File: src/rtl/prog_pkg.sv
// prog_pkg
// Shared definitions for the serial programmer link: the readback FSM state
// encoding, the UART frame length and the baud divider computation used by
// both the receive-side programmer and the readback transmitter.
package prog_pkg;

  typedef enum logic [2:0] {
    IDLE,
    READ,
    CAPT,
    SEND,
    CSUM,
    FIN
  } readback_state_t;

  // Start bit + 8 data bits + stop bit.
  localparam int FRAME_BITS = 10;

  // Clock cycles per serial bit, truncated toward zero.
  function automatic int calc_div(input int clk_rate_mhz, input int baud);
    return (clk_rate_mhz * 1_000_000) / baud;
  endfunction

endpackage

File: src/rtl/prog_readback_tx_uart.sv
// uart_tx_byte
// Serializes one byte as a UART 8N1 frame. A load strobe may arrive in the
// same cycle as frame_done so frames can be chained with no idle gap.
// Ports:
//   clk, rst_n   clock, asynchronous active-low reset
//   load         accept data and start a new frame
//   data[7:0]    byte to send, LSB first
//   tx           serial line, idle high
//   frame_done   high during the final cycle of the stop bit
module uart_tx_byte
  import prog_pkg::*;
#(
  parameter int DIV = 434
) (
  input  logic       clk,
  input  logic       rst_n,
  input  logic       load,
  input  logic [7:0] data,
  output logic       tx,
  output logic       frame_done
);

  localparam int CW = (DIV > 1) ? $clog2(DIV) : 1;
  localparam logic [CW-1:0] DIV_LAST = CW'(DIV - 1);
  localparam logic [3:0] BIT_LAST = 4'(FRAME_BITS - 1);

  logic [CW-1:0]         div_cnt;
  logic [3:0]            bit_cnt;
  logic [FRAME_BITS-1:0] shift;
  logic                  active;

  // The line is driven straight from the shift register, which resets and
  // refills with ones, so reset forces TX high immediately.
  assign tx         = shift[0];
  assign frame_done = active && (div_cnt == DIV_LAST) && (bit_cnt == BIT_LAST);

  always_ff @(posedge clk or negedge rst_n) begin
    if (!rst_n) begin
      div_cnt <= '0;
      bit_cnt <= '0;
      shift   <= '1;
      active  <= 1'b0;
    end else if (load) begin
      shift   <= {1'b1, data, 1'b0};
      div_cnt <= '0;
      bit_cnt <= '0;
      active  <= 1'b1;
    end else if (active) begin
      if (div_cnt == DIV_LAST) begin
        div_cnt <= '0;
        shift   <= {1'b1, shift[FRAME_BITS-1:1]};
        if (bit_cnt == BIT_LAST) begin
          active  <= 1'b0;
          bit_cnt <= '0;
        end else begin
          bit_cnt <= bit_cnt + 4'd1;
        end
      end else begin
        div_cnt <= div_cnt + CW'(1);
      end
    end
  end

endmodule

File: src/rtl/prog_readback_tx.sv
// prog_readback_tx
// Reads a block of 32-bit words from memory and sends them little-endian
// over UART 8N1, followed by an 8-bit modular checksum of all data bytes.
// Ports:
//   clk, rst_n        clock, asynchronous active-low reset
//   start             one-cycle request, honoured only in IDLE
//   base_addr[31:0]   byte address of the first word, [1:0] ignored
//   word_count[15:0]  number of words to send
//   busy              high from the cycle after an accepted start until done
//   done              one-cycle completion pulse
//   mem_addr[31:0]    word-aligned read address, held between reads
//   mem_read          one-cycle read strobe per word
//   mem_data[31:0]    read data, valid the cycle after mem_read
//   tx                serial output, idle high
module prog_readback_tx
  import prog_pkg::*;
#(
  parameter int CLK_RATE = 50,
  parameter int BAUD     = 115200
) (
  input  logic        clk,
  input  logic        rst_n,
  input  logic        start,
  input  logic [31:0] base_addr,
  input  logic [15:0] word_count,
  output logic        busy,
  output logic        done,
  output logic [31:0] mem_addr,
  output logic        mem_read,
  input  logic [31:0] mem_data,
  output logic        tx
);

  localparam int DIV = calc_div(CLK_RATE, BAUD);

  readback_state_t state;
  logic [31:0]     addr;
  logic [15:0]     remaining;
  logic [31:0]     word;
  logic [1:0]      byte_idx;
  logic [7:0]      csum;

  logic            load;
  logic            data_load;
  logic [7:0]      load_byte;
  logic            frame_done;

  // Choose what the serializer gets next. The first byte of a word comes
  // straight off the memory bus during CAPT; later bytes come from the word
  // register, which shifts right so the next byte always sits in [15:8].
  // The checksum is loaded on the same edge the last data frame ends, so the
  // stream has no gap between the final data byte and the checksum.
  always_comb begin
    load      = 1'b0;
    data_load = 1'b0;
    load_byte = 8'h00;
    case (state)
      CAPT: begin
        load      = 1'b1;
        data_load = 1'b1;
        load_byte = mem_data[7:0];
      end
      SEND: begin
        if (frame_done) begin
          if (byte_idx != 2'd3) begin
            load      = 1'b1;
            data_load = 1'b1;
            load_byte = word[15:8];
          end else if (remaining == 16'd1) begin
            load      = 1'b1;
            load_byte = csum;
          end
        end
      end
      default: ;
    endcase
  end

  // Transfer sequencer with registered handshake and memory outputs.
  // The checksum accumulates each data byte as it is handed to the
  // serializer, so by the time the checksum frame is loaded it is complete.
  always_ff @(posedge clk or negedge rst_n) begin
    if (!rst_n) begin
      state     <= IDLE;
      addr      <= '0;
      remaining <= '0;
      word      <= '0;
      byte_idx  <= '0;
      csum      <= '0;
      busy      <= 1'b0;
      done      <= 1'b0;
      mem_read  <= 1'b0;
      mem_addr  <= '0;
    end else begin
      mem_read <= 1'b0;
      done     <= 1'b0;
      if (data_load) csum <= csum + load_byte;
      case (state)
        IDLE: begin
          if (start) begin
            addr      <= base_addr & 32'hFFFF_FFFC;
            remaining <= word_count;
            busy      <= 1'b1;
            if (word_count == 16'd0) begin
              state <= FIN;
              done  <= 1'b1;
            end else begin
              state    <= READ;
              mem_read <= 1'b1;
              mem_addr <= base_addr & 32'hFFFF_FFFC;
            end
          end
        end
        READ: state <= CAPT;
        CAPT: begin
          word     <= mem_data;
          byte_idx <= 2'd0;
          state    <= SEND;
        end
        SEND: begin
          if (frame_done) begin
            if (byte_idx != 2'd3) begin
              byte_idx <= byte_idx + 2'd1;
              word     <= {8'h00, word[31:8]};
            end else begin
              remaining <= remaining - 16'd1;
              addr      <= addr + 32'd4;
              if (remaining != 16'd1) begin
                state    <= READ;
                mem_read <= 1'b1;
                mem_addr <= addr + 32'd4;
              end else begin
                state <= CSUM;
              end
            end
          end
        end
        CSUM: begin
          if (frame_done) begin
            state <= FIN;
            done  <= 1'b1;
          end
        end
        FIN: begin
          busy  <= 1'b0;
          csum  <= 8'h00;
          state <= IDLE;
        end
        default: state <= IDLE;
      endcase
    end
  end

  uart_tx_byte #(
    .DIV(DIV)
  ) u_uart (
    .clk       (clk),
    .rst_n     (rst_n),
    .load      (load),
    .data      (load_byte),
    .tx        (tx),
    .frame_done(frame_done)
  );

endmodule

File: config.mk
export PLATFORM = sky130hd
export DESIGN_NAME = prog_readback_tx
export DESIGN_NICKNAME = d
export VERILOG_FILES = /design/src/rtl/prog_pkg.sv /design/src/rtl/prog_readback_tx_uart.sv /design/src/rtl/prog_readback_tx.sv
export SDC_FILE = /design/constraint.sdc
export NUM_CORES = 1
export LEC_CHECK = 0
export BUFFER_PORTS_ARGS = -buffer_cell sky130_fd_sc_hd__buf_2
export CAP_MARGIN = 0
export CORE_ASPECT_RATIO = 1.75
export CORE_MARGIN = 2
export CORE_UTILIZATION = 57
export CTS_BUF_LIST = sky130_fd_sc_hd__clkbuf_4
export DETAILED_ROUTE_END_ITERATION = 7
export PLACE_DENSITY = 0.8
export SYNTH_ARGS = -nofsm -noshare
export SYNTH_HDL_FRONTEND = slang
export SYNTH_SLANG_ARGS = --single-unit
File: constraint.sdc
create_clock -name clk -period 3.5 [get_ports clk]
set_input_delay 0.175 -clock clk [delete_from_list [all_inputs] [get_ports clk]]
set_output_delay 0.175 -clock clk [all_outputs]
set_load 0.05 [all_outputs]
Word level (Yosys, flattened, before mapping):

Index checks and enable logic that the tools add are counted.

* register bits after elaboration: 152
* word-level logic and storage cells: 119
* input bits: 83

* reduce and logical (&&, ||, !) cells: 16
* add/sub/neg operators: 6
* muxes and demuxes: 66
* eq/ne operators: 17

Operators with widths (count)
* $mux W32: 10
* $pmux W32 S2: 3
* $mux W16: 3
* $mux W8: 5
* $add A32 B3 Y32 const B: 1
* $pmux W16 S2: 1
* $mux W10: 3
* $mux W9: 3
* $mux W1: 18
* $mux W3: 6
* $eq A16 B1 Y1 const B: 1
* $logic_not A16 Y1: 1
* $mux W4: 4
* $ne A16 B1 Y1 const B: 1
* $ne A2 B2 Y1 const B: 8
* $pmux W8 S2: 1
* $sub A16 B1 Y16 const B: 1
* $pmux W3 S5: 1
* $reduce_bool A2 Y1: 6
* $pmux W1 S2: 5
* $add A9 B1 Y9 const B: 1
* $eq A9 B9 Y1 const B: 1
* $add A8 B8 Y8: 1
* $reduce_and A4 Y1: 2
* 13 further kinds: 18

Depth between registers and ports, before layout:

Gate-level depths: netlist (run 1).

* word-level depth: 8
* depth in mapped cells: 16
* depth with buffers taken out: 15

By module:

From an unflattened synthesis (run 1), not the netlist that was laid out.

* cells, all modules: 942
* area total of the unflattened synthesis: 8015.2 um2

By module, submodules not included
* prog_readback_tx: area each 6750.2 um2, times used 1, sequential area each 3002.9 um2, cells an instance 808
* uart_tx_byte: area each 1265.0 um2, times used 1, sequential area each 586.8 um2, cells an instance 134

Worst setup path after synthesis (run 1):

OpenSTA, ideal clock, no wires.

* path type: register -> register
* from: reg u_uart.bit_cnt[2]
* to: reg csum[7]
* clock period less this slack: 3.216 ns
* library setup time: 0.130 ns
* cell stages (with the launch flop): 14
* data arrival time: 3.086 ns
* setup slack: 0.284 ns
* cells stage by stage: dfrtp_1 -> nand4bb_1 -> or4_1 -> clkbuf_1 -> nor2_1 -> a22oi_1 -> inv_1 -> ha_1 -> a21oi_1 -> o211ai_1 -> o41ai_1 -> nor4_1 -> nor3_1 -> o21ai_0

* word-level cells in the longest chain between the ends: 7
* elaborated cells between the ends (all ways): 10
* those cells by class: add/sub (1); eq/ne (1); mux (6); reduce/logical (2)

RTL lines
* start: declaration: RTL line prog_readback_tx_uart.sv:28 `logic [3:0] bit_cnt;`
* start signal: assignment: RTL line prog_readback_tx_uart.sv:56 `bit_cnt <= bit_cnt + 4'd1;`
* $eq A4 B4 Y1 *: RTL line prog_readback_tx_uart.sv:35 `assign frame_done = active && (div_cnt == DIV_LAST) && (bit_cnt == BIT_LAST);`
* $logic_and A1 B1 Y1 *: RTL line prog_readback_tx_uart.sv:35
* $mux W8: RTL line prog_readback_tx.sv:64 `if (frame_done) begin`
* $pmux W8 S2: RTL line prog_readback_tx.sv:57 `case (state)`
* $add A8 B8 Y8: RTL line prog_readback_tx.sv:97 `if (data_load) csum <= csum + load_byte;`
* $mux W8: RTL line prog_readback_tx.sv:97
* $mux W8: RTL line prog_readback_tx.sv:98 `case (state)`
* end signal: assignment: RTL line prog_readback_tx.sv:97
* end: declaration: RTL line prog_readback_tx.sv:41 `logic [7:0] csum;`

Mark *: on every way between the ends. The rest lies on a longest branch, timed or not. The select of a mux whose other input is x is not followed.
A chain may end at the register's enable or synchronous reset.

Worst setup path after layout (run 1):

* from: reg u_uart.bit_cnt[1]
* to: reg csum[7]

Same word-level chain as after synthesis.

==> results.sh, run 1 <==
export IMPL_max_cap_viol_count=0
export IMPL_die_y_um=159
export IMPL_ys_types=63
export IMPL_yosys_register_bits=143
export IMPL_hold_class="primary input to flip-flop"
export IMPL_avgSynthCellArea_um2=8.90
export IMPL_coreArea_mm2=0.0135
export IMPL_synth_top_flop_cell="dfrtp_1"
export IMPL_numCtsBuffers=17
export IMPL_final_hold_viol_count=0
export IMPL_final_max_slew_viol_count=0
export IMPL_synth_edff_count=0
export IMPL_ys_seq_area_share_pct=45.6
export IMPL_setup_tns_ps=0
export IMPL_setup_slack_ps=191
export IMPL_detailedPlace_worstSlack_ps=203
export IMPL_dp_hpwl_mm=14.4
export IMPL_worst_setup_path_start_kind="flip-flop"
export IMPL_area_growth_pct=22.1
export IMPL_crit_arrival_ps=3740
export IMPL_grt_setup_unrepaired="false"
export IMPL_async_flop_share_pct=100
export IMPL_overflow=0
export IMPL_grt_antenna_before_repair=1
export IMPL_cts_sinks=143
export IMPL_clock_latency_ps=560
export IMPL_synth_largest_area_cell="dfrtp_1"
export IMPL_nFillCells=1046
export IMPL_initial_utilization_pct=58.5
export IMPL_fin_crit_sh_pct=94.6
export IMPL_grt_max_degree=101
export IMPL_cp_data_required_time_ps=3930
export IMPL_p_leak_nw=4.24
export IMPL_synthMostInstantiatedCell="dfrtp_1"
export IMPL_period_minus_slack_ps=3310
export IMPL_synth_top_area_share_pct=42.6
export IMPL_portBuffers=116
export IMPL_synth_fp_nets=981
export IMPL_totalPowerFinal_mw=3.98
export IMPL_status="completed"
export IMPL_dr_pass1_iters=5
export IMPL_htreeDepth=4
export IMPL_first_iter_violations=569
export IMPL_grt_pass1_vias=7432
export IMPL_num_io_pins=119
export IMPL_ir_drop_mv=0.267
export IMPL_fp_row_count=56
export IMPL_wirelength_mm=21.8
export IMPL_grtUsageTotal_pct=30.2
export IMPL_route_vias_total=7410
export IMPL_dieArea_mm2=0.0148
export IMPL_cts_tree="done"
export IMPL_remaining_drc_errors=0
export IMPL_synthTopCellsByCount="dfrtp_1 (134), nand2_1 (115), nor2_1 (88), o21ai_0 (77), a21oi_1 (55)"
export IMPL_setup_viol=0
export IMPL_cts_root_buf="clkbuf_4"
export IMPL_post_drt_wl_per_cell_um=17.5
export IMPL_critPathCaptureType="flip-flop"
export IMPL_slew_headroom_pct=31.6
export IMPL_vias_per_cell=5.95
export IMPL_placedInstanceArea_mm2=0.00864
export IMPL_dieWidth_um=92.8
export IMPL_grt_pass1_wl_mm=35.6
export IMPL_yosys_warnings=0
export IMPL_path_class="flip-flop to flip-flop"
export IMPL_clk_pin_slew_ps=130
export IMPL_drtAntennaViolNets=0
export IMPL_clk_path_buf_depth=2
export IMPL_synth_cells=884
export IMPL_final_nets=1156
export IMPL_fmax_ghz=0.302
export IMPL_globalplace_congestion=0.888
export IMPL_skew_ps=21.0
export IMPL_p_per_area_mw_per_mm2=414
export IMPL_timing_worst_slew_pin_value_ps=1030
export IMPL_synth_area_top_cells="dfrtp_1 (43%), nand2_1 (5.5%), o21ai_0 (4.9%), nor2_1 (4.2%), mux2_2 (3.9%)"
export IMPL_synthesis_area_mm2=0.00787
export IMPL_critPathMaxFanout=7
export IMPL_final_area_mm2=0.00960
export IMPL_drive_above_1_share_pct=20.9
==> timing repair <==
action | in CTS | in global routing
endpoints found under the setup margin | 0 | 1
endpoints found under the hold margin | 176 | 0
buffers inserted | 0 | 0
hold buffers | 67 | 0
resized for setup | 0 | 2
==> worst max-delay path: stages, from the launching register on <==
cell	delay (ps)
dfrtp_1	460
nand4bb_2	300
or4_1	560
nor2_1	190
buf_4	180
a22oi_1	110
inv_1	90
ha_1	280
nand3_1	110
o211ai_1	150
o41ai_2	230
buf_4	170
nor4_1	40
nor3_1	190
o21ai_0	110
==> report_power, final <==
group	internal [mW]	switching (mW)
Sequential	1.87	0.200
Combinational	0.352	0.495
Clock	0.429	0.632
==> area by class of cell <==
type                    instances  area [um2]  area share (%)
clock inverters                13         143            1.49
flip-flops and latches        143        3590            37.4
diodes                          1        2.50          0.0261
multi-input cells             651        3920            40.8
clock buffers                  18         135            1.41
inverters                      36         135            1.41
well taps                     174         218            2.27
repair buffers                210        1460            15.2
==> cell families after synthesis <==
logic type | Yosys count | synth area share [%]
simple gates | 332 | 20.2
compound gates | 239 | 18.6
flops | 143 | 45.6
buf+inv | 90 | 4.85
mux | 37 | 5.14
xor+xnor | 29 | 3.23
fa+ha+maj | 14 | 2.32
==> placed cells by master, fill, tap and decap left out, drive strengths merged, types with 18 or more instances in the layout <==
cell | Yosys | routed
a31oi | 27 | 27
nand3 | 25 | 25
nor3 | 23 | 23
dfrtp | 134 | 134
o21ai | 78 | 78
a21oi | 56 | 56
nand4 | 18 | 18
inv | 36 | 37
nor2 | 89 | 89
nand2 | 115 | 115
buf | 17 | 143
clkbuf | 37 | 18
mux2 | 27 | 27
dlygate4sd3 | 0 | 67
==> path summary, 6_finish.rpt <==
| kind | slack, ps | depth (start not counted) | end | start |
|---|---|---|---|---|
| hold reg to reg | 490 | 2 | u_uart.shift[0] | u_uart.shift[0] |
| min in group asynchronous | 270 | 2 | word[8] | rst_n |
| setup / recovery | 190 | 14 | csum[7] | u_uart.bit_cnt[1] |
| max in group asynchronous | 2290 | 3 | u_uart.div_cnt[3] | rst_n |
| setup reg to reg | 190 | 14 | csum[7] | u_uart.bit_cnt[1] |
| hold / removal | 40 | 5 | done | start |
==> sequential cells by signal, indices dropped and copies added (netlist names) <==
register / count
u_uart.div_cnt: 9
word: 24
mem_addr: 32
remaining: 16
csum: 8
busy: 1
u_uart.active: 1
u_uart.shift: 9
mem_read: 1
u_uart.bit_cnt: 4
done: 1
byte_idx: 2
state: 3
addr: 32
==> stage by stage <==
stage | hold slack, ps | util (%) | std cells
6_report | 35.9 | 71.4 | 1246
5_1_grt | 28.6 | 71.4 | 1246
4_1_cts | 2.17 | 71.3 | 1245
3_5_place_dp | 352 | 64.2 | 1147
3_3_place_gp | 338 | 64.2 | 1147
2_1_floorplan | -121 | - | 884
==> metal layers <==
metal	vias to the layer above	global-route usage (%)	wire (um)
met3	66	4.45	835
met5	-	0	0
met4	0	15.2	928
li1	3525	-	-
met2	254	54.6	11900
met1	3565	33.8	8130
Power figures use the tool's default switching activity.
==> run 2, diff against run 1 <==
--- a/config.mk
+++ b/config.mk
@@ -5,6 +5,7 @@
 export SDC_FILE = /design/constraint.sdc
 export NUM_CORES = 1
 export LEC_CHECK = 0
+export ABC_AREA = 1
 export BUFFER_PORTS_ARGS = -buffer_cell sky130_fd_sc_hd__buf_2
 export CAP_MARGIN = 0
 export CORE_ASPECT_RATIO = 1.75
==> results.sh, run 2 <==
export IMPL_dieWidth_um=94.4
export IMPL_worst_setup_path_start_kind="flip-flop"
export IMPL_hold_class="primary input to flip-flop"
export IMPL_area_growth_pct=20.9
export IMPL_setup_viol=0
export IMPL_grt_pass1_vias=8084
export IMPL_yosys_register_bits=143
export IMPL_final_common_cell="nand2_1"
export IMPL_ir_drop_mv=0.258
export IMPL_cts_sinks=143
export IMPL_cts_root_buf="clkbuf_4"
export IMPL_min_to="mem_addr[5]"
export IMPL_path_cells="inv_1 -> ha_1 -> nand2_1 -> clkinv_1 -> nand2_2 -> nor2_4 -> nand4_2 -> nor2_1 -> a22oi_1 -> inv_1 -> ha_1 -> a21oi_1 -> o21ai_0 -> a31oi_1 -> nand3_1 -> nand3_1 -> nand2_1"
export IMPL_vias_per_cell=5.54
export IMPL_cts_tree="done"
export IMPL_post_drt_wl_per_cell_um=15.7
export IMPL_hold_start="base_addr[5]"
export IMPL_dp_hpwl_mm=15.6
export IMPL_fin_cells=1459
export IMPL_timing_worst_slew_pin_value_ps=757
export IMPL_p_per_area_mw_per_mm2=311
export IMPL_worstReg2RegStart="u_uart.div_cnt[1]"
export IMPL_ys_seq_area_share_pct=44.0
export IMPL_num_io_pins=119
export IMPL_top_regs="addr (32), mem_addr (32), word (24)"
export IMPL_final_cell_mix="nand2_1 (343), dfrtp_1 (134), buf_2 (115)"
export IMPL_first_iter_violations=618
export IMPL_synthesis_area_mm2=0.00816
export IMPL_die_y_um=162
export IMPL_slew_headroom_pct=49.6
export IMPL_grtUsageTotal_pct=31.1
export IMPL_clock_latency_ps=560
export IMPL_synth_fp_nets=1188
export IMPL_skew_ps=26.4
export IMPL_synth_cells=1091
export IMPL_coreArea_mm2=0.0139
export IMPL_synth_area_top_cells="dfrtp_1 (41%), nand2_1 (16%), o21ai_0 (5.8%), nand3_1 (5.0%), inv_1 (4.6%)"
export IMPL_overflow=0
export IMPL_initial_utilization_pct=58.7
export IMPL_worst_hold_slack_ps=38.0
export IMPL_setup_tns_ps=0
export IMPL_avgSynthCellArea_um2=7.48
export IMPL_synth_edff_count=0
export IMPL_synthTopCellsByCount="nand2_1 (343), dfrtp_1 (134), inv_1 (99), o21ai_0 (95), nand3_1 (82)"
export IMPL_fp_row_count=57
export IMPL_yosys_warnings=0
export IMPL_finish_utilization_pct=70.9
export IMPL_critPathMaxFanout=6
export IMPL_portBuffers=116
export IMPL_remaining_drc_errors=0
export IMPL_rrSetupSlack_ps=490
export IMPL_route_vias_total=8081
export IMPL_synth_top_area_share_pct=41.1
export IMPL_period_minus_slack_ps=3010
export IMPL_status="completed"
export IMPL_clk_pin_slew_ps=130
export IMPL_htreeDepth=4
export IMPL_wirelength_mm=23.0
export IMPL_p_leak_nw=4.86
export IMPL_crit_arrival_ps=3460
export IMPL_synth_largest_area_cell="dfrtp_1"
export IMPL_placed_cells=1352
export IMPL_grt_max_degree=79
export IMPL_synth_top_flop_cell="dfrtp_1"
export IMPL_grt_setup_unrepaired="false"
export IMPL_fmax_ghz=0.332
export IMPL_max_cap_viol_count=0
export IMPL_final_max_slew_viol_count=0
export IMPL_r2r_end="csum[7]"
export IMPL_totalPowerFinal_mw=3.07
export IMPL_dieArea_mm2=0.0153
export IMPL_critPathCaptureType="flip-flop"
export IMPL_async_flop_share_pct=100
export IMPL_synthMostInstantiatedCell="nand2_1"
export IMPL_drtAntennaViolNets=0
export IMPL_final_nets=1366
export IMPL_worst_path_max_delay_cell="dfrtp_1"
export IMPL_ys_types=45
export IMPL_post_cts_buffers=0
export IMPL_r2r_cells=17
export IMPL_globalplace_congestion=0.991
export IMPL_final_hold_viol_count=0
export IMPL_dr_pass1_iters=5
export IMPL_drive_above_1_share_pct=17.0
export IMPL_fin_crit_sh_pct=85.9
export IMPL_critPathMaxStageDelay_ps=420
export IMPL_numCtsBuffers=17
export IMPL_nFillCells=1165
export IMPL_cp_data_required_time_ps=3950
export IMPL_worstHoldPathCells=5
export IMPL_grt_antenna_before_repair=1
export IMPL_grt_pass1_wl_mm=37.2
export IMPL_clk_path_buf_depth=2
export IMPL_path_class="flip-flop to flip-flop"
==> run 2: where the power goes <==
part	internal (mW)	switching (mW)	total (mW)
combinational	0.119	0.118	0.237
sequential	1.69	0.0173	1.70
clock	0.503	0.629	1.13
==> run 2: cells by family after synthesis <==
kind of cell    share of synthesized area [%]
flops                                    44.0
fa+ha+maj                                2.24
simple gates                             30.2
compound gates                           13.3
buf+inv                                  8.20
xor+xnor                                 2.04
==> run 2: timing repair <==
| item | in CTS | in global routing |
|---|---|---|
| hold buffers | 75 | 0 |
| resized for setup | 0 | 0 |
| endpoints found under the setup margin | 0 | 0 |
| hold endpoints to repair | 173 | 0 |
==> run 2: worst max path at each step <==
stage                 startpoint       to  slack [ps]  cells past startpoint
4_1_cts        u_uart.div_cnt[1]  csum[7]         490                     17
6_report       u_uart.div_cnt[1]  csum[7]         490                     17
3_5_place_dp   u_uart.div_cnt[0]  csum[6]         520                     18
2_1_floorplan        byte_idx[0]  csum[6]         750                     15
3_3_place_gp   u_uart.div_cnt[1]  csum[7]         590                     17
5_1_grt        u_uart.div_cnt[1]  csum[6]         180                     19
==> run 2: critical path, delay by kind of cell, from the launching register on <==
kind / cells / cell delay (ps)
simple gates: 8 / 1100
flops: 1 / 420
fa+ha+maj: 2 / 400
compound gates: 4 / 770
buf+inv: 3 / 210
==> run 2: stage by stage <==
stage                     setup slack, ps  instance area (um2)
after floorplan                       746                 8160
after global placement                587                 8810
after detailed placement              522                 8810
after CTS                             492                 9860
after global routing                  182                 9870
final                                 492                 9870
==> run 2: layout make-up <==
cell class / instances / area (um2) / share of cell area (%)
multi-input combinational: 793 / 3910 / 39.6
sequential: 143 / 3590 / 36.4
timing repair buffer: 202 / 1420 / 14.4
inverter: 112 / 425 / 4.31
tap: 177 / 221 / 2.24
clock inverter: 13 / 165 / 1.67
clock buffer: 18 / 135 / 1.37
antenna: 1 / 2.50 / 0.0254
==> run 2: metal layers <==
| metal | up-vias | track usage (%) | part of all wire, % |
|---|---|---|---|
| met2 | 285 | 55.0 | 53 |
| met5 | - | 0 | 0 |
| met4 | 0 | 23.2 | 7.2 |
| li1 | 3917 | - | - |
| met1 | 3756 | 32.2 | 36 |
| met3 | 123 | 5.06 | 4.1 |
==> run 3, diff against run 2 <==
--- a/config.mk
+++ b/config.mk
@@ -6,14 +6,14 @@
 export NUM_CORES = 1
 export LEC_CHECK = 0
 export ABC_AREA = 1
-export BUFFER_PORTS_ARGS = -buffer_cell sky130_fd_sc_hd__buf_2
 export CAP_MARGIN = 0
 export CORE_ASPECT_RATIO = 1.75
 export CORE_MARGIN = 2
 export CORE_UTILIZATION = 57
 export CTS_BUF_LIST = sky130_fd_sc_hd__clkbuf_4
 export DETAILED_ROUTE_END_ITERATION = 7
-export PLACE_DENSITY = 0.8
+export DONT_BUFFER_PORTS = 1
+export PLACE_DENSITY = 0.72
 export SYNTH_ARGS = -nofsm -noshare
 export SYNTH_HDL_FRONTEND = slang
 export SYNTH_SLANG_ARGS = --single-unit
==> results.sh, run 3 (synthesized netlist as in run 2, its figures left out) <==
export IMPL_setup_slack_ps=447
export IMPL_status="finished, violations left"
export IMPL_slew_headroom_pct=49.9
export IMPL_grt_pass1_vias=7748
export IMPL_final_max_slew_viol_count=0
export IMPL_setup_tns_ps=0
export IMPL_grt_max_degree=144
export IMPL_globalplace_congestion=0.970
export IMPL_ir_drop_mv=0.251
export IMPL_drtAntennaViolNets=0
export IMPL_worst_hold_slack_ps=59.3
export IMPL_path_class="flip-flop to flip-flop"
export IMPL_area_growth_pct=15.0
export IMPL_final_common_cell="nand2_1"
export IMPL_max_cap_viol_count=0
export IMPL_p_leak_nw=4.44
export IMPL_clock_latency_ps=550
export IMPL_final_area_mm2=0.00939
export IMPL_top_regs="addr (32), mem_addr (32), word (24)"
export IMPL_grt_antenna_before_repair=1
export IMPL_dp_hpwl_mm=15.4
export IMPL_drive_above_1_share_pct=8.62
export IMPL_vias_per_cell=5.63
export IMPL_dieWidth_um=94.4
export IMPL_critPathCaptureType="flip-flop"
export IMPL_fin_crit_sh_pct=87.2
export IMPL_violations="DRC"
export IMPL_htreeDepth=4
export IMPL_timing_worst_slew_pin_value_ps=752
export IMPL_placed_cells=1235
export IMPL_grtUsageTotal_pct=30.6
export IMPL_cts_sinks=143
export IMPL_final_hold_viol_count=0
export IMPL_skew_ps=25.3
export IMPL_die_y_um=162
export IMPL_worst_setup_path_start_kind="flip-flop"
export IMPL_cp_data_required_time_ps=3930
export IMPL_detailedPlace_worstSlack_ps=524
export IMPL_initial_utilization_pct=58.7
export IMPL_setup_viol=0
export IMPL_grt_setup_unrepaired="false"
export IMPL_met2WireLength_mm=12.0
export IMPL_p_per_area_mw_per_mm2=326
export IMPL_dieArea_mm2=0.0153
export IMPL_fmax_ghz=0.328
export IMPL_crit_arrival_ps=3490
export IMPL_clk_path_buf_depth=2
export IMPL_post_cts_buffers=0
export IMPL_cts_tree="done"
export IMPL_coreArea_mm2=0.0139
export IMPL_final_cell_mix="nand2_1 (343), dfrtp_1 (134), inv_1 (99)"
export IMPL_totalPowerFinal_mw=3.06
export IMPL_finish_utilization_pct=67.5
export IMPL_hold_class="primary input to flip-flop"
export IMPL_grt_pass1_wl_mm=36.3
export IMPL_first_iter_violations=453
export IMPL_wl_met1_mm=8.07
export IMPL_wl_met3_um=918
export IMPL_wirelength_mm=22.3
export IMPL_post_drt_wl_per_cell_um=16.5
export IMPL_num_io_pins=119
export IMPL_portBuffers=0
export IMPL_placedInstanceArea_mm2=0.00823
export IMPL_fp_row_count=57
export IMPL_numCtsBuffers=17
export IMPL_dr_max_layer_used="met4"
export IMPL_final_nets=1256
export IMPL_overflow=0
export IMPL_critPathMaxFanout=6
export IMPL_dr_pass1_iters=7
export IMPL_route_vias_total=7600
export IMPL_fin_cells=1350
export IMPL_cts_root_buf="clkbuf_4"
export IMPL_remaining_drc_errors=1
export IMPL_period_minus_slack_ps=3050
export IMPL_clk_pin_slew_ps=140
-- run 3: where the power goes --
group / internal (mW) / leakage [nW] / total [mW] / switching, mW
logic: 0.0925 / 2.65 / 0.183 / 0.0900
clock network: 0.507 / 0.164 / 1.17 / 0.662
registers: 1.69 / 1.62 / 1.71 / 0.0256
total: 2.29 / 4.44 / 3.06 / 0.778
-- run 3: final timing paths --
| path | from | to | slack, ps | depth (start not counted) |
|---|---|---|---|---|
| worst min-delay path | start | state[2] | 60 | 3 |
| max in group asynchronous | rst_n | word[18] | 2630 | 2 |
| worst max register to register | u_uart.div_cnt[1] | csum[7] | 450 | 17 |
| worst min register to register | addr[0] | addr[0] | 480 | 2 |
| min in group asynchronous | rst_n | mem_addr[18] | 230 | 2 |
| worst max-delay path | u_uart.div_cnt[1] | csum[7] | 450 | 17 |
-- run 3: final cells by class --
cell class / count / area [um2]
Clock inverter: 15 / 186
Timing Repair Buffer: 92 / 926
Fill cell: 1216 / 4520
Antenna cell: 1 / 2.50
Sequential cell: 143 / 3590
Tap cell: 177 / 221
Multi-Input combinational cell: 793 / 3910
Clock buffer: 17 / 128
Inverter: 112 / 425
-- run 3: repair_timing --
action / 4_1_cts / 5_1_grt
hold endpoints to repair: 254 / 0
gates resized for setup: 0 / 0
hold buffers: 82 / 0
-- run 3: routing by layer --
layer  track usage [%]  up-vias
met1              32.0     3566
met3              5.15       84
met2              55.8      251
met4              18.3        0
met5                 0        -
li1                  -     3699
-- run 3: critical path, cell delays in order (launching register included) --
cell,delay (ps)
dfrtp_1,420
inv_1,80
ha_1,140
nand2_1,50
clkinv_1,50
nand2_2,50
nor2_4,200
nand4_2,150
nor2_1,360
a22oi_1,160
inv_1,80
ha_1,270
a21oi_1,200
o21ai_0,110
a31oi_1,310
nand3_1,140
nand3_1,110
nand2_1,70
